**src/rtl/parking_button_conditioner.sv**
```systemverilog
// parking_button_conditioner: synchronizes, debounces and edge-detects six buttons, then arbitrates them into one-hot single-cycle commands.
// Define AUTO_REPEAT_EN to make held add buttons re-issue after REPEAT_DELAY cycles and then every REPEAT_PERIOD cycles.
module parking_button_conditioner #(
  parameter int DEBOUNCE_CYCLES = 16,
  parameter int CNT_W = 20,
  parameter int REPEAT_DELAY = 64,
  parameter int REPEAT_PERIOD = 32
) (
  input  logic clk,
  input  logic rst,
  input  logic btn_add1,
  input  logic btn_add2,
  input  logic btn_add3,
  input  logic btn_add4,
  input  logic btn_rst1,
  input  logic btn_rst2,
  output logic add1,
  output logic add2,
  output logic add3,
  output logic add4,
  output logic rst1,
  output logic rst2
);
  localparam logic [CNT_W-1:0] DB_LAST = CNT_W'(DEBOUNCE_CYCLES - 1);
  if (DEBOUNCE_CYCLES < 1 || DEBOUNCE_CYCLES >= 2**CNT_W || REPEAT_PERIOD < 1 || REPEAT_PERIOD > REPEAT_DELAY) begin : g_bad_cfg
    $error("parking_button_conditioner: invalid parameters");
  end
  // Bit order doubles as priority: bit 0 (rst1) wins, bit 5 (add4) loses.
  logic [5:0] raw, s1, s2, stable, stable_d, rep_event, new_event, pending, grant, cmd;
  logic [CNT_W-1:0] cnt [6];
  assign raw = {btn_add4, btn_add3, btn_add2, btn_add1, btn_rst2, btn_rst1};
  assign new_event = (stable & ~stable_d) | rep_event;
  assign grant = pending & (~pending + 6'd1);
  assign {add4, add3, add2, add1, rst2, rst1} = cmd;
  always_ff @(posedge clk or negedge rst)
    if (!rst) begin
      s1 <= '0;
      s2 <= '0;
      stable <= '0;
      stable_d <= '0;
      pending <= '0;
      cmd <= '0;
      for (int i = 0; i < 6; i++) cnt[i] <= '0;
    end else begin
      s1 <= raw;
      s2 <= s1;
      stable_d <= stable;
      pending <= (pending & ~grant) | new_event;
      cmd <= grant;
      for (int i = 0; i < 6; i++) begin
        cnt[i] <= (s2[i] == stable[i] || cnt[i] == DB_LAST) ? '0 : cnt[i] + 1'b1;
        stable[i] <= (s2[i] != stable[i] && cnt[i] == DB_LAST) ? s2[i] : stable[i];
      end
    end
`ifdef AUTO_REPEAT_EN
  localparam logic [CNT_W-1:0] RPT_AT = CNT_W'(REPEAT_DELAY);
  // Reloading to DELAY-PERIOD+1 makes the next hit land exactly PERIOD cycles later.
  localparam logic [CNT_W-1:0] RPT_RELOAD = CNT_W'(REPEAT_DELAY - REPEAT_PERIOD + 1);
  logic [CNT_W-1:0] hold [4];
  always_ff @(posedge clk or negedge rst)
    if (!rst) begin
      for (int i = 0; i < 4; i++) hold[i] <= '0;
    end else begin
      for (int i = 0; i < 4; i++)
        hold[i] <= !stable[i+2] ? '0 : hold[i] == RPT_AT ? RPT_RELOAD : hold[i] + 1'b1;
    end
  always_comb begin
    rep_event = '0;
    for (int i = 0; i < 4; i++) rep_event[i+2] = stable[i+2] && hold[i] == RPT_AT;
  end
`else
  assign rep_event = '0;
`endif
endmodule
```
**config.mk**
```make
export PLATFORM = sky130hd
export DESIGN_NAME = parking_button_conditioner
export DESIGN_NICKNAME = d
export VERILOG_FILES = /design/src/rtl/parking_button_conditioner.sv
export SDC_FILE = /design/constraint.sdc
export NUM_CORES = 1
export LEC_CHECK = 0
export CAP_MARGIN = 10
export CORE_UTILIZATION = 31
export CTS_BUF_LIST = sky130_fd_sc_hd__clkbuf_8
export CTS_CLUSTER_SIZE = 30
export DETAILED_ROUTE_END_ITERATION = 7
export SYNTH_ARGS = -nofsm -noshare
export SYNTH_HDL_FRONTEND = slang
export SYNTH_SLANG_ARGS = --single-unit
export TNS_END_PERCENT = 1
```
**constraint.sdc**
```tcl
create_clock -name clk -period 3.8 [get_ports clk]
set_input_delay 0.38 -clock clk [delete_from_list [all_inputs] [get_ports clk]]
set_output_delay 0.38 -clock clk [all_outputs]
set_load 0.01 [all_outputs]
```
### After elaboration in Yosys (flattened, before gate mapping)

Cells that the tools add are included.

* reduce and logical (&&, ||, !) cells: 12
* add/subtract/negate cells: 7
* mux-type cells: 6
* bitwise operators: 7
* equality and inequality tests: 18

Operators with widths (count)
* adder 20 x 1 -> 20 bit (second input constant): 6
* == test 20 x 4 -> 1 bit (second input constant): 6
* 2-to-1 mux 20 bit: 6
* AND 6 bit: 3
* inverter 6 bit: 3
* adder 6 x 1 -> 6 bit (second input constant): 1
* == test 1 bit: 6
* logical AND 1 bit: 6
* logical OR 1 bit: 6
* inequality test 1 bit: 6
* bitwise OR 6 bit: 1

* logic and storage cells: 67
* output and inout bits: 6
* register bits: 156
* input port bits: 8

### Depth between registers and ports, before layout

* word-level depth: 6
* depth in mapped cells: 7
* depth with buffers taken out: 5

### Worst setup path before layout

OpenSTA, ideal clock, no wires.

* path type: register -> register
* start point: register cnt[60] in the netlist's numbering
* end point: register cnt[69] in the netlist's numbering
* required time: 3668 ps
* library setup time: 132 ps
* stages on the path, launching flop included: 7
* path slack: 1915 ps
* buffers on the path: 1
* data arrival time: 1753 ps
* period minus slack after synthesis: 1885 ps
* path through: dfrtp_1 > ha_1 > nand3_1 > nand4b_1 > o21ai_1 > clkbuf_1 > nor2_1

* word-level cells in the longest chain between the ends: 3
* elaborated cells on any way between the ends: 4
* those cells by class: 1 x add/sub; 1 x eq/ne; 1 x mux; 1 x reduce/logical

Ends and longest elaborated chain
* start, declared: RTL line 30 `logic [CNT_W-1:0] cnt [6];`
* start signal, assigned by index: RTL line 51 `cnt[i] <= (s2[i] == stable[i] || cnt[i] == DB_LAST) ? '0 : cnt[i] + 1'b1;`
* parallel branches: the longest is 2 deep, another holds adder 20 x 1 -> 20 bit
* 2-to-1 mux 20 bit (*): RTL line 51

Every way passes the cells marked *.
A chain may end at the register's enable or synchronous reset.

### Worst setup path in the final report

* start point: register cnt[80] in the netlist's numbering
* end point: register cnt[83] in the netlist's numbering

Same word-level chain as after synthesis.

==> flow_metrics.py <==
metrics = {
    "status": {
        "status": "complete, no violations",
    },
    "worst_setup_path": {
        "critPathLaunchType": "flip-flop",
        "r2r_start": "cnt[80]$_DFF_PN0_",
        "cp-startpoint": "cnt[80]$_DFF_PN0_",
        "crit_arrival_ns": 2.43,
        "crit_path_end_kind": "flip-flop",
        "worst_ep_required_time_ns": 4.13,
        "crit_fanout": 13,
        "worstSetupPathType": "reg2reg",
    },
    "final_layout": {
        "fin_nets": 733,
        "nFillCells": 2271,
        "multi_input_area_sq_um": 3040,
        "final_area_sq_um": 8000,
        "drive_gt1_frac": 0.0657,
        "syn_to_final_growth_pct": 12.5,
        "n_antenna_cell": 0,
        "seq_area_sq_um": 3900,
    },
    "logic_synthesis": {
        "synth_top_family_by_area": "simple AND/OR/NAND/NOR gates",
        "synthesis.yosys.warnings": 0,
        "synth_area_sq_um": 7110,
        "synth_cell_type_count": 40,
        "synth_compound_area_frac": 0.0516,
        "netlist_instances": 698,
        "syn_avg_cell_area_sq_um": 10.2,
        "yosys.area_share.xor_xnor": 0.106,
        "yosysSeqAreaShare": 0.549,
        "synthAdderAreaFrac": 0.0106,
        "synthMuxAreaShare": 0.0165,
        "synth_simple_gate_area_frac": 0.243,
        "synth_nets": 712,
        "ys_seq_elements": 156,
    },
    "die": {
        "ios": 14,
        "initial_core_util": 0.315,
        "die_area_sq_um": 23500,
        "core_area_sq_um": 22600,
        "rows": 55,
        "fp.dieH_um": 153,
        "fp.dieW_um": 153,
    },
    "detailed_routing": {
        "postRouteAntennaNets": 0,
        "route.detailed.drc": 0,
        "wire_per_inst_um": 12.5,
        "dr.pass1.iters": 4,
        "wl_mm": 12.7,
        "drt-initial-drc-count": 184,
        "vias_per_cell": 4.91,
        "via_count": 4987,
    },
    "clock_tree": {
        "post_cts_buffers": 0,
        "ctsResizeCount": 0,
        "root_buffer": "clkbuf_8",
        "clk_pin_slew_ns": 0.08,
        "cts_sinks": 156,
        "cts_tree": "built",
        "h-tree-depth": 4,
        "cts_buffer_depth": 2,
        "numCtsBuffers": 17,
        "insertion_delay_ns": 0.44,
    },
    "sta": {
        "final_hold_viol_count": 0,
        "slew_headroom": 0.454,
        "setup_tns_ns": 0,
        "layout_setup_ws_ns": 1.69,
        "period_needed_ns": 2.11,
        "final.period_utilization": 0.554,
        "skew_ns": 0.0103,
        "rsz0062_at_grt": "false",
        "holdWs_ns": 0.353,
        "fmax_mhz": 475,
        "worst_pin_slew_ns": 0.819,
        "setup_viol": 0,
        "slew_viol_final": 0,
    },
    "hold_path": {
        "min-delay-start": "s1[2]$_DFF_PN0_",
        "min_path_type": "reg2reg",
    },
    "grt": {
        "grt_pass1_vias": 4895,
        "antenna_found_initial": 0,
        "grt_usage": 0.117,
        "grt_pass1_wl_mm": 22.6,
        "grt_max_degree": 89,
        "gr-total-overflow": 0,
    },
    "power": {
        "power.leakage_nw": 3.24,
        "power_density_nw_per_um2": 384,
        "ir_worst_vdd_v": 0.000229,
        "power_mw": 3.07,
    },
    "place": {
        "portBuffers": 13,
        "dp_hpwl_mm": 8.31,
        "place_area_sq_um": 7580,
        "gp_congestion": 0.780,
        "place_ws_ns": 1.72,
    },
    "run": {
        "maxCapViolations": 0,
    },
}
[cell type report]
type / count / area share
clock buffers: 19 / 0.0327
well taps: 285 / 0.0446
repair buffers: 20 / 0.0249
clock inverters: 12 / 0.0186
inverters: 24 / 0.0113
flip-flops and latches: 156 / 0.488
multi-input cells: 500 / 0.380
[routing by layer]
layer,GRT usage,vias to the layer above,wire [um]
met3,0.0278,18,314
met4,0.0457,0,207
met1,0.159,2420,6450
met5,0,-,0
li1,-,2501,-
met2,0.180,48,5760
[layout by cell type (no fill, tap or decap), types with 2 or more instances in the layout]
| cell | instances |
|---|---|
| o31ai_1 | 4 |
| clkdlybuf4s50_1 | 12 |
| inv_1 | 27 |
| and2_1 | 2 |
| a21oi_1 | 23 |
| or4_1 | 7 |
| o21ai_1 | 5 |
| bufinv_16 | 3 |
| mux2_2 | 6 |
| nor4b_1 | 3 |
| nor3b_1 | 6 |
| xnor2_1 | 56 |
| and4_1 | 9 |
| clkinvlp_4 | 4 |
| nor2b_1 | 2 |
| nand4_1 | 35 |
| ha_1 | 6 |
| or3_1 | 18 |
| buf_4 | 5 |
| xor2_1 | 30 |
| o21ai_0 | 26 |
| and3_1 | 9 |
| dfrtp_1 | 156 |
| nand2_1 | 31 |
| a31oi_1 | 2 |
| nor3_1 | 17 |
| mux2i_1 | 5 |
| or4_4 | 2 |
| clkbuf_8 | 19 |
| nor4_1 | 38 |
| nor2_1 | 111 |
| nand3_1 | 38 |
[report_power, final]
group          switching (mW)  total, mW  internal [mW]  leakage [nW]
sequential             0.0198       1.70           1.68          2.14
clock                   0.599       1.28          0.676         0.204
combinational          0.0671     0.0974         0.0303         0.900
[critical path: stages, from the launching register on]
cell and delay, ns:
dfrtp_1 0.41, ha_1 0.20, and3_1 0.31, nand3_1 0.14, o21ai_1 0.55, buf_4 0.31
nor2_1 0.07
[logic make-up after synthesis]
| family | Yosys count |
|---|---|
| simple gates | 332 |
| flops | 156 |
| xor+xnor | 86 |
| compound gates | 65 |
| buf+inv | 42 |
| mux | 11 |
| fa+ha+maj | 6 |
[repair_timing]
item / CTS / global route
hold endpoints to repair: 68 / 0
hold buffers: 1 / 0
setup endpoints to repair: 0 / 0
[sequential cells by signal (all words and copies together) (netlist names)]
name / flops
stable: 6
cnt: 120
stable_d: 6
pending: 6
s1: 6
cmd: 6
s2: 6
[per-stage QoR]
step,util,cells
2_1_floorplan,-,698
3_3_place_gp,0.336,984
3_5_place_dp,0.336,984
4_1_cts,0.354,1016
5_1_grt,0.354,1016
6_report,0.354,1016
[worst paths after layout]
kind | to | slack, ns | cells past startpoint
max | cnt[83]$_DFF_PN0_ | 1.69 | 6
min | s2[2]$_DFF_PN0_ | 0.35 | 0
max reg2reg | cnt[83]$_DFF_PN0_ | 1.69 | 6
min reg2reg | s2[2]$_DFF_PN0_ | 0.35 | 0
max in group asynchronous | cnt[95]$_DFF_PN0_ | 2.44 | 3
min in group asynchronous | cnt[34]$_DFF_PN0_ | 0.50 | 2
[synth_stat cells]
| cell | instances | share of area |
|---|---|---|
| dfrtp_1 | 156 | 0.55 |
| nor2_1 | 111 | 0.059 |
| xnor2_1 | 56 | 0.069 |
| nand3_1 | 38 | 0.027 |
| nor4_1 | 38 | 0.033 |
| nand4_1 | 35 | 0.031 |
| nand2_1 | 31 | 0.016 |
| xor2_1 | 30 | 0.037 |
| o21ai_0 | 28 | 0.020 |
| inv_1 | 24 | 0.013 |
| a21oi_1 | 23 | 0.016 |
| or3_1 | 18 | 0.016 |
| nor3_1 | 17 | 0.012 |
| clkbuf_1 | 15 | 0.0079 |
| and3_1 | 9 | 0.0079 |
| and4_1 | 9 | 0.011 |
| or4_1 | 7 | 0.0074 |
| ha_1 | 6 | 0.011 |
| mux2_2 | 6 | 0.0095 |
| nor3b_1 | 6 | 0.0063 |
| mux2i_1 | 5 | 0.0070 |
| o31ai_1 | 4 | 0.0042 |
| nor4b_1 | 3 | 0.0037 |
| o21ai_1 | 3 | 0.0021 |
| a31oi_1 | 2 | 0.0018 |
| and2_1 | 2 | 0.0018 |
| nor2b_1 | 2 | 0.0018 |
| or4_4 | 2 | 0.0032 |
| a211oi_1 | 1 | 0.0011 |
| a21o_1 | 1 | 0.0011 |
| a21oi_2 | 1 | 0.0012 |
| buf_2 | 1 | 0.00070 |
| buf_4 | 1 | 0.0011 |
| clkbuf_2 | 1 | 0.00070 |
| nand3_2 | 1 | 0.0014 |
| nand3_4 | 1 | 0.0025 |
| nand4b_1 | 1 | 0.0012 |
| o31ai_4 | 1 | 0.0030 |
| o41ai_1 | 1 | 0.0012 |
| or3b_2 | 1 | 0.0012 |
No activity file was read; power rests on OpenSTA's default activity.
==> patch (same settings) <==
Register the output `add1`, with the module's reset; this adds one clock of latency there. The other outputs are not delayed to match.
--- a/src/rtl/parking_button_conditioner.sv
+++ b/src/rtl/parking_button_conditioner.sv
@@ -23,4 +23,6 @@
 );
   localparam logic [CNT_W-1:0] DB_LAST = CNT_W'(DEBOUNCE_CYCLES - 1);
+
+  logic add1_d;
   if (DEBOUNCE_CYCLES < 1 || DEBOUNCE_CYCLES >= 2**CNT_W || REPEAT_PERIOD < 1 || REPEAT_PERIOD > REPEAT_DELAY) begin : g_bad_cfg
     $error("parking_button_conditioner: invalid parameters");
@@ -32,5 +34,5 @@
   assign new_event = (stable & ~stable_d) | rep_event;
   assign grant = pending & (~pending + 6'd1);
-  assign {add4, add3, add2, add1, rst2, rst1} = cmd;
+  assign {add4, add3, add2, add1_d, rst2, rst1} = cmd;
   always_ff @(posedge clk or negedge rst)
     if (!rst) begin
@@ -72,3 +74,11 @@
   assign rep_event = '0;
 `endif
+  always_ff @(posedge clk or negedge rst) begin
+      if (!rst) begin
+          add1 <= '0;
+      end else begin
+          add1 <= add1_d;
+      end
+  end
+
 endmodule
Function: no difference found for any inputs over 10 cycles, from zero or initial values and one cycle with rst low; that may be too few to reach the edited logic, so the function may still have changed.
==> patch against the original RTL <==
The run now ends with negative hold slack left. Synthesized area rose by 0.35%. Worst setup slack got worse by 0.065 ns. Total power down 3.5%. Critical endpoint is now cnt[79]. Wire length increased by 0.40%. Count of clock-buffer cells in the layout fell by 2. Final cell count unchanged. Final area is 0.55% lower. Sequential cell count up 1.
==> patch: results <==
set metrics [dict create \
    grt_usage_pct 11.8 \
    yosys-top-cells-count "dfrtp_1, nor2_1, xnor2_1" \
    cp.arrival_ns 2.50 \
    dp.cells 985 \
    clk_latency_ns 0.46 \
    drive_gt1_share_pct 6.02 \
    rrSetupSlack_ns 1.63 \
    vias_per_cell 4.90 \
    gp_congestion 0.757 \
    hold_viol_final 5 \
    worst_slew_pin_slew_ns 0.839 \
    intPower_mw 2.28 \
    fin_crit_sh_pct 57.1 \
    violations "negative hold slack" \
    synth_area_leaders "dfrtp_1, xnor2_1, nor2_1, xor2_1, nor4_1" \
    power_combinational_uw 96.8 \
    via_count 4982 \
    grt_pass1_vias 4919 \
    yosysSeqAreaShare_pct 55.1 \
    crit_start "cnt[60]" \
    synthesis.instances 699 \
    max_stage_delay_ns 0.53 \
    dpl.hpwl_mm 8.28 \
    reg2reg_to "cnt[79]" \
    vdd_ir_drop_max_v 0.000162 \
    place_ws_ns 1.67 \
    cts.clk_slew.worst_paths_ns 0.08 \
    holdWs_ns -0.0206 \
    fillCellCount 2260 \
    synthesis.nets 713 \
    grt_max_degree 94 \
    grt_pass1_wl_mm 22.9 \
    cp.depth 6 \
    status "complete, but fails checks" \
    drtIter0Drc 183 \
    clock_skew_ns 0.00765 \
    yosysTopAreaCellShare_pct 55.1 \
    placed_cell_area_mm2 0.00761 \
    p_leak_nw 3.25 \
    hold_path.class "input pin to async pin" \
    wirelength_mm 12.8 \
    powerClk_mw 1.16 \
    critPathMaxFanout 10 \
]
## patch: layer usage
metal,vias up,global-route usage [%],wire length (µm)
li1,2505,-,-
met1,2401,15.5,6390
met2,60,18.7,5860
met3,16,2.85,304
met4,0,5.14,223
met5,-,0,0
## patch: kinds of logic (layout without fill, tap and decap cells)
family	Yosys count	count (layout)	synth area share [%]
AOI/OAI and AO/OA	65	65	5.14
xor gates and xnor gates	86	86	10.6
adders and majority gates	6	6	1.05
buffers and inverters	42	74	2.30
DFF	157	157	55.1
muxes	11	11	1.65
and+or+nand+nor	332	332	24.2
## patch: cell type report
class / instances / area, µm² / share of cell area [%]
clock inverters: 14 / 118 / 1.48
well taps: 285 / 357 / 4.48
flip-flops and latches: 157 / 3930 / 49.4
repair buffers: 19 / 189 / 2.37
inverters: 24 / 90.1 / 1.13
multi-input cells: 500 / 3040 / 38.2
clock buffers: 17 / 234 / 2.94
